## src/rtl/btle_pkg.sv

```systemverilog
// ---------------------------------------------------------------------------
// btle_pkg
// Shared definitions for the BTLE PDU streaming block:
//   - default parameter widths for btle_pdu_stream_out
//   - PDU_HEADER_OCTETS: number of header octets preceding the payload
//   - pdu_state_e: state encoding of the PDU streaming FSM
// ---------------------------------------------------------------------------
package btle_pkg;

  localparam int DEF_PAYLOAD_LENGTH_BIT_WIDTH = 7;
  localparam int DEF_OCTET_ADDR_BIT_WIDTH     = 6;
  localparam int DEF_DROP_COUNT_BIT_WIDTH     = 16;

  localparam int PDU_HEADER_OCTETS = 2;

  typedef enum logic [1:0] {
    ST_IDLE    = 2'd0,
    ST_FETCH   = 2'd1,
    ST_CAPTURE = 2'd2,
    ST_SEND    = 2'd3
  } pdu_state_e;

endpackage

```

## src/rtl/btle_pdu_stream_out_sat_counter.sv

```systemverilog
// ---------------------------------------------------------------------------
// sat_counter
// Saturating up-counter: increments by one on inc_i and sticks at all-ones.
// Ports:
//   clk      in   clock, rising edge
//   rst      in   synchronous active-high reset (count -> 0)
//   inc_i    in   increment enable
//   count_o  out  WIDTH-bit count
// ---------------------------------------------------------------------------
module sat_counter #(
  parameter int WIDTH = 16
) (
  input  logic             clk,
  input  logic             rst,
  input  logic             inc_i,
  output logic [WIDTH-1:0] count_o
);

  logic [WIDTH-1:0] count_q;

  always_ff @(posedge clk) begin
    if (rst) begin
      count_q <= '0;
    end else if (inc_i && (count_q != '1)) begin
      count_q <= count_q + WIDTH'(1);
    end
  end

  assign count_o = count_q;

endmodule

```

## src/rtl/btle_pdu_stream_out.sv

```systemverilog
// ---------------------------------------------------------------------------
// btle_pdu_stream_out
// After each decode_end from btle_rx, reads the PDU (2 header octets plus
// payload_length payload octets, clamped to the RAM size) out of the PDU
// octet RAM in address order and presents it as a valid/ready byte stream.
//
// Optional feature, macro BTLE_PDU_DROP_BAD_CRC_EN:
//   defined   - packets with crc_ok = 0 are not streamed; drop_count counts them
//   undefined - every packet is streamed; drop_count stays 0
//
// Ports:
//   clk, rst              clock (rising edge), synchronous active-high reset
//   decode_end            one-cycle pulse: PDU RAM complete
//   crc_ok                CRC status, valid with decode_end
//   payload_length        payload octet count, valid with decode_end
//   pdu_octet_mem_addr    registered RAM read address
//   pdu_octet_mem_data    RAM read data, valid the cycle after the address
//   m_data/m_valid/m_last stream octet, valid flag, final-octet flag
//   m_crc_ok              crc_ok latched for the packet in flight
//   m_ready               sink accepts the octet
//   busy                  FSM not idle
//   overrun               one-cycle pulse: decode_end arrived while busy
//   drop_count            saturating count of dropped packets
//   dbg_state             current FSM state (pdu_state_e encoding)
//
// Handshake: an octet is transferred on a rising edge where m_valid and
// m_ready are both high. Once m_valid rises, m_data/m_last hold and m_valid
// stays high until that transfer; m_ready may be high before m_valid.
// ---------------------------------------------------------------------------
module btle_pdu_stream_out
  import btle_pkg::*;
#(
  parameter int PAYLOAD_LENGTH_BIT_WIDTH = DEF_PAYLOAD_LENGTH_BIT_WIDTH,
  parameter int OCTET_ADDR_BIT_WIDTH     = DEF_OCTET_ADDR_BIT_WIDTH,
  parameter int DROP_COUNT_BIT_WIDTH     = DEF_DROP_COUNT_BIT_WIDTH
) (
  input  logic                                clk,
  input  logic                                rst,
  input  logic                                decode_end,
  input  logic                                crc_ok,
  input  logic [PAYLOAD_LENGTH_BIT_WIDTH-1:0] payload_length,
  output logic [OCTET_ADDR_BIT_WIDTH-1:0]     pdu_octet_mem_addr,
  input  logic [7:0]                          pdu_octet_mem_data,
  output logic [7:0]                          m_data,
  output logic                                m_valid,
  output logic                                m_last,
  output logic                                m_crc_ok,
  input  logic                                m_ready,
  output logic                                busy,
  output logic                                overrun,
  output logic [DROP_COUNT_BIT_WIDTH-1:0]     drop_count,
  output logic [1:0]                          dbg_state
);

  // Octet count needs one bit more than the address to represent the full RAM.
  localparam int          NW         = OCTET_ADDR_BIT_WIDTH + 1;
  localparam int          LW         = PAYLOAD_LENGTH_BIT_WIDTH + 1;
  localparam int unsigned MAX_OCTETS = 2 ** OCTET_ADDR_BIT_WIDTH;

  pdu_state_e                      state_q, state_d;
  logic [OCTET_ADDR_BIT_WIDTH-1:0] addr_q, addr_d;
  logic [NW-1:0]                   n_q, n_d;
  logic [7:0]                      data_q, data_d;
  logic                            valid_q, valid_d;
  logic                            last_q, last_d;
  logic                            crc_q, crc_d;
  logic                            overrun_q, overrun_d;

  logic [LW-1:0]                   n_raw;
  logic [NW-1:0]                   n_clamped;
  logic                            drop_pkt;
  logic                            drop_event;

  assign n_raw = LW'(payload_length) + LW'(PDU_HEADER_OCTETS);

  always_comb begin
    n_clamped = '0;
    if (32'(n_raw) > MAX_OCTETS) begin
      n_clamped = NW'(MAX_OCTETS);
    end else begin
      n_clamped = NW'(n_raw);
    end
  end

`ifdef BTLE_PDU_DROP_BAD_CRC_EN
  assign drop_pkt = !crc_ok;
`else
  assign drop_pkt = 1'b0;
`endif

  // A bad-CRC packet is only dropped (and counted) when it would have started.
  assign drop_event = decode_end && (state_q == ST_IDLE) && drop_pkt;

  always_comb begin
    state_d   = state_q;
    addr_d    = addr_q;
    n_d       = n_q;
    data_d    = data_q;
    valid_d   = valid_q;
    last_d    = last_q;
    crc_d     = crc_q;
    overrun_d = decode_end && (state_q != ST_IDLE);

    case (state_q)
      ST_IDLE: begin
        addr_d = '0;
        if (decode_end && !drop_pkt) begin
          n_d     = n_clamped;
          crc_d   = crc_ok;
          state_d = ST_FETCH;
        end
      end
      ST_FETCH: begin
        state_d = ST_CAPTURE;
      end
      ST_CAPTURE: begin
        data_d  = pdu_octet_mem_data;
        valid_d = 1'b1;
        last_d  = ({1'b0, addr_q} == (n_q - NW'(1)));
        state_d = ST_SEND;
      end
      ST_SEND: begin
        if (valid_q && m_ready) begin
          valid_d = 1'b0;
          last_d  = 1'b0;
          if (last_q) begin
            addr_d  = '0;
            state_d = ST_IDLE;
          end else begin
            addr_d  = addr_q + OCTET_ADDR_BIT_WIDTH'(1);
            state_d = ST_FETCH;
          end
        end
      end
      default: begin
        state_d = ST_IDLE;
      end
    endcase
  end

  always_ff @(posedge clk) begin
    if (rst) begin
      state_q   <= ST_IDLE;
      addr_q    <= '0;
      n_q       <= '0;
      data_q    <= '0;
      valid_q   <= 1'b0;
      last_q    <= 1'b0;
      crc_q     <= 1'b0;
      overrun_q <= 1'b0;
    end else begin
      state_q   <= state_d;
      addr_q    <= addr_d;
      n_q       <= n_d;
      data_q    <= data_d;
      valid_q   <= valid_d;
      last_q    <= last_d;
      crc_q     <= crc_d;
      overrun_q <= overrun_d;
    end
  end

  sat_counter #(
    .WIDTH (DROP_COUNT_BIT_WIDTH)
  ) u_drop_counter (
    .clk     (clk),
    .rst     (rst),
    .inc_i   (drop_event),
    .count_o (drop_count)
  );

  assign pdu_octet_mem_addr = addr_q;
  assign m_data             = data_q;
  assign m_valid            = valid_q;
  assign m_last             = last_q;
  assign m_crc_ok           = crc_q;
  assign busy               = (state_q != ST_IDLE);
  assign overrun            = overrun_q;
  assign dbg_state          = state_q;

endmodule
```

## config.mk

```make
export PLATFORM = sky130hd
export DESIGN_NAME = btle_pdu_stream_out
export DESIGN_NICKNAME = d
export VERILOG_FILES = /design/src/rtl/btle_pkg.sv /design/src/rtl/btle_pdu_stream_out_sat_counter.sv /design/src/rtl/btle_pdu_stream_out.sv
export SDC_FILE = /design/constraint.sdc
export NUM_CORES = 1
export LEC_CHECK = 0
export BUFFER_PORTS_ARGS = -buffer_cell sky130_fd_sc_hd__buf_2
export CAP_MARGIN = 20
export CELL_PAD_IN_SITES_DETAIL_PLACEMENT = 1
export CELL_PAD_IN_SITES_GLOBAL_PLACEMENT = 2
export CORE_ASPECT_RATIO = 0.7
export CORE_UTILIZATION = 30
export DETAILED_ROUTE_END_ITERATION = 10
export PLACE_DENSITY_LB_ADDON = 0.1
export SLEW_MARGIN = 10
export SYNTH_ARGS = -nofsm -noshare
export SYNTH_HDL_FRONTEND = slang
export SYNTH_SLANG_ARGS = --single-unit
```

## constraint.sdc

```tcl
create_clock -name clk -period 2.9 [get_ports clk]
set_input_delay 0.145 -clock clk [delete_from_list [all_inputs] [get_ports clk]]
set_output_delay 0.145 -clock clk [all_outputs]
set_load 0.05 [all_outputs]
```

* After elaboration in Yosys (flattened, before gate mapping)
Index checks and enable logic that the tools add are counted.
** Storage, ports and cells
- Memories :: 0
- Output and inout port bits :: 37
- Word-level logic and storage cells :: 39
- Input bits :: 20
- Memory bits (writable) :: 0
- Memory bits (read-only) :: 0
- Register bits :: 27
- Bits in latches :: 0
** Cells by class
- Add/subtract/negate cells :: 3
- $mul :: 0
- Magnitude comparators :: 1
- Shift operators :: 0
- Mux-type cells :: 11
- Equal/unequal tests :: 6
- Divide/modulo/power cells :: 0
- Reductions and logical operators :: 10
- Bitwise gates (word level) :: 0
** Operators by type and width (count)
- two-way mux 6 bit :: 2
- case mux 6 bit (2 select lines) :: 1
- adder 7 x 2 -> 8 bit, second input constant :: 1
- > comparator 8 x 7 -> 1 bit, second input constant :: 1
- case mux 2 bit (4 select lines) :: 1
- AND reduction 2 bit :: 4
- == test 6 x 7 -> 1 bit :: 1
- two-way mux 7 bit :: 1
- subtractor 7 x 1 -> 7 bit, second input constant :: 1
- adder 6 x 1 -> 6 bit, second input constant :: 1
- nonzero test 2 bit :: 3
- == test 2 bit, second input constant :: 2
- two-way mux 2 bit :: 2
- != test 2 bit, second input constant :: 2
- case mux 1 bit (2 select lines) :: 2
- == test 2 x 1 -> 1 bit, second input constant :: 1
- logical AND 1 bit :: 2
- logical NOT 2 bit :: 1
- two-way mux 1 bit :: 2

* Longest topological paths before layout
- Word-level depth :: 4
- Mapped depth :: 7
- Depth with buffers taken out :: 6

* Modules after synthesis
A second synthesis with hierarchy kept.
** Second synthesis, totals
- Cell total of the unflattened synthesis :: 270
- Area total of the unflattened synthesis :: 2334.7 um2
** Modules (own cells, without submodules)
- btle_pdu_stream_out :: instances 1, cells each 171, area each 1486.4 um2, seq. area each 540.5 um2
- sat_counter :: instances 1, cells each 99, area each 848.3 um2, seq. area each 320.3 um2

* Least setup slack after synthesis
Ideal clock, no wire load.
- Path kind :: flip-flop to flip-flop
- From :: register state_q[0], in the netlist dbg_state[0]
- To :: register state_q[1], in the netlist dbg_state[1]
- Data required time :: 2.772 ns
- Stages on the path, launching flop included :: 8
- Data arrival time :: 2.066 ns
- Slack :: 0.706 ns
- Period minus slack after synthesis :: 2.194 ns
- Path buffers :: 1
- Setup time :: 0.128 ns
- Cell sequence :: dfxtp_1 -> inv_1 -> ha_1 -> clkbuf_1 -> inv_1 -> a2bb2oi_1 -> mux2i_1 -> nor2_1
** Between the ends
- Word-level cells in the longest chain between the ends :: 3
- Elaborated cells on any way between the ends :: 8
- Classes of those cells :: eq/ne: 5; mux: 1; reduce/logical: 2
** Ends and longest elaborated chain
- from (decl) :: line btle_pdu_stream_out.sv:60 : pdu_state_e state_q, state_d;
- from (signal assigned) :: line btle_pdu_stream_out.sv:152 : state_q <= state_d;
- == test 2 bit or logical NOT 2 bit (tied branches) :: line btle_pdu_stream_out.sv:104 : case (state_q)
- != test 2 bit (no line)
- AND reduction 2 bit (no line)
Several ways; a longest one is shown, not always the timed one.
A chain may end at the register's enable or synchronous reset.

* Worst setup path in the final report
- From :: register state_q[1], in the netlist dbg_state[1]
- To :: register last_q, in the netlist m_last
** Between the ends
- Word-level cells in the longest chain between the ends :: 3
- Elaborated cells on any way between the ends :: 6
- Classes of those cells :: eq/ne: 3; mux: 1; reduce/logical: 2
** Ends and longest elaborated chain
- == test 2 bit :: line btle_pdu_stream_out.sv:104
- != test 2 bit (no line) or nonzero test 2 bit (tied branches)
- AND reduction 2 bit (no line)
- to (signal assigned) :: line btle_pdu_stream_out.sv:157 : last_q <= last_d;
- to (decl) :: line btle_pdu_stream_out.sv:65 : logic last_q, last_d;
Several ways; a longest one is shown, not always the timed one.

==> out/metrics.yaml <==
floorplan:
  die_w_um: 89.3
  start_util_pct: 32.4
  core_um2: 4940
  die-area_um2: 5630
  ios: 57
  die_y_um: 63.1
  rows: 21
sta:
  slew_violations: 0
  finClkSkew_ns: 0.00772
  period_share_pct: 66.3
  tightest_slew_ns: 0.617
  slew_headroom_pct: 58.4
  rsz0062_at_grt: "no"
  max_freq_mhz: 520
  final-hold-violation-count: 0
  final.setup.tns_ns: 0
  setup_viol: 0
  min_period_ns: 1.92
route:
  drtIter0Drc: 26
  antenna_left: 0
  viasPerCell: 4.96
  firstDrtPassIters: 4
  wire_per_inst_um: 14.1
  drc: 0
  drt-total-wl_um: 4120
  vias: 1443
worst_setup_path:
  endpoint_kind: "flop"
  startpoint_type: "flop"
  crit_type: "reg2reg"
  r2r_end: "m_last"
  reg2regPathDepth: 5
  cp_data_arrival_time_ns: 2.11
  crit_required_ns: 3.09
  cp_slowest_stage_delay_ns: 0.55
  cp_top_family: "compound AO/OA/AOI/OAI gates"
  cp_max_fo: 10
  crit_buf_inv: 0
  rrSetupSlack_ns: 0.98
  crit_chain: "ha_1 -> nor3b_1 -> o2111ai_1 -> a31o_2 -> o41ai_2"
  cpMaxStageDelayCell: "ha_1"
  rr_startpoint: "dbg_state[1]"
yosys:
  syn-cell-area_um2: 1600
  synth_edf_count: 0
  yosysUniqueCellTypes: 50
  yosysTopAreaCell: "dfxtp_1"
  ys_ff_latch: 27
  synth_area_leaders: "dfxtp_1, buf_4, mux2i_1"
  yosys_warnings: 0
  synthCells: 185
  ys_seq_area_share_pct: 33.8
  syn-mean-instance-area_um2: 8.65
  synth_ff_type: "dfxtp_1"
  synth.top_cell.area_share_pct: 33.8
  ys_async_sr_fraction_pct: 0
layout:
  nets: 249
  final_common_cell: "buf_2"
  fillers: 633
  seq_area_um2: 541
  n_antenna_cell: 0
  stdcell_count: 291
  layout_common_cells: "buf_2, dfxtp_1, nor2_1, conb_1, nand2_1"
  area_growth_pct: 15.3
  multiInputGateArea_um2: 942
  postLayoutCoreUtil_pct: 37.4
  drive_gt1_share_pct: 23.4
placed_design:
  place_hpwl_um: 3130
  portBuffers: 40
  dp.cells: 287
  routabilityCongestion: 0.833
worst_hold_path:
  min_from: "pdu_octet_mem_data[0]"
  hp-class: "in2reg"
  hold-path-endpoint: "m_data[0]"
  whs_path_depth: 3
clock_tree:
  cts-resized-gates: 0
  clock_sinks: 27
  cts_tree: "built"
  clockBufferDepth: 2
  hold_buffers: 0
  cts_buffers: 3
  clock_latency_ns: 0.28
  cts.clk_slew.worst_paths_ns: 0.10
  cts_htree_levels: 1
  post-cts-setup-buffers: 0
  cts_root_buf: "clkbuf_8"
power:
  leakage_uw: 0.000795
  peakVddDrop_mv: 0.539
  p_per_area_nw_per_um2: 744
global_route:
  grt_use_met1_pct: 21.5
  busiest_layer: "met2"
  antenna_found_initial: 0
  grt_pass1_wl_um: 6870
  gr-usage-met3_pct: 4.06
  grtUsageMet2_pct: 24.6
  grt_max_degree: 27
  grt_use_total_pct: 15.7
  grt_pass1_vias: 1383
  grt_overflow: 0
outcome:
  outcome: "complete, no violations"
flow_run:
  cap_violations: 0
==> registers in the layout, indices dropped and copies added (netlist names) <==
signal / flops
m_data: 8
n_q: 7
pdu_octet_mem_addr: 6
dbg_state: 2
m_crc_ok: 1
m_last: 1
m_valid: 1
overrun: 1
==> kinds of logic after synthesis <==
kind of cell,count (synthesis),synth area share [%]
simple gates,67,23.5
compound gates,33,14.7
buf+inv,30,10.9
flops,27,33.8
xor+xnor,12,6.57
mux,9,5.63
fa+ha+maj,6,4.69
other cells,1,0.234
==> area by class of cell <==
| cell class | instances | share of cell area, % |
|---|---|---|
| clock inverters | 1 | 0.271 |
| repair buffers | 40 | 10.8 |
| inverters | 8 | 1.63 |
| clock buffers | 3 | 2.24 |
| well taps | 69 | 4.68 |
| multi-input cells | 143 | 51.1 |
| flip-flops and latches | 27 | 29.3 |
==> report_power, final <==
part           switching [uW]  internal, uW
combinational             472           196
clock                     121          96.4
sequential               61.0           427
==> worst min-delay path: stages <==
cell and delay (ns):
buf_2 0.08, mux2i_1 0.06, nor2_1 0.07
==> synthesized netlist by cell type (2+ instances only) <==
master    number
dfxtp_1       27
buf_4         16
nor2_1        16
nand2_1       15
a21oi_1       10
mux2i_1        9
inv_1          8
nand3_1        7
xnor2_1        7
ha_1           6
xor2_1         5
clkbuf_1       4
nor3_1         4
o21ai_0        4
a211oi_1       3
nand3b_1       3
o41ai_1        3
nand2b_1       2
nor3b_1        2
nor4b_1        2
o21bai_1       2
or3_1          2
==> metal layers <==
| metal | share of wire, % | vias up |
|---|---|---|
| li1 | - | 698 |
| met1 | 49 | 690 |
| met2 | 45 | 51 |
| met3 | 5.6 | 4 |
| met4 | 0.68 | 0 |
| met5 | 0 | - |
==> worst max path at each step <==
stage | startpoint | end | slack (ns) | depth (start not counted)
final | dbg_state[1] | m_last | 0.98 | 5
after global routing | dbg_state[1] | m_last | 0.76 | 5
after CTS | dbg_state[1] | m_last | 0.95 | 5
after detailed placement | dbg_state[1] | m_last | 0.97 | 5
after global placement | n_q[0] | m_last | 1.10 | 6
after floorplan | dbg_state[0] | dbg_state[1] | 0.71 | 7
==> through the flow <==
step	setup WS (ns)	total power (uW)	hold WS, ns	area (um^2)
after floorplan	0.706	1020	0.252	1660
after CTS	0.950	1390	0.101	1850
after global routing	0.762	1470	0.114	1850
final	0.976	1370	0.105	1850
after global placement	1.10	1140	0.384	1800
after detailed placement	0.973	1160	0.400	1800
No activity file was read; power rests on OpenSTA's default activity.
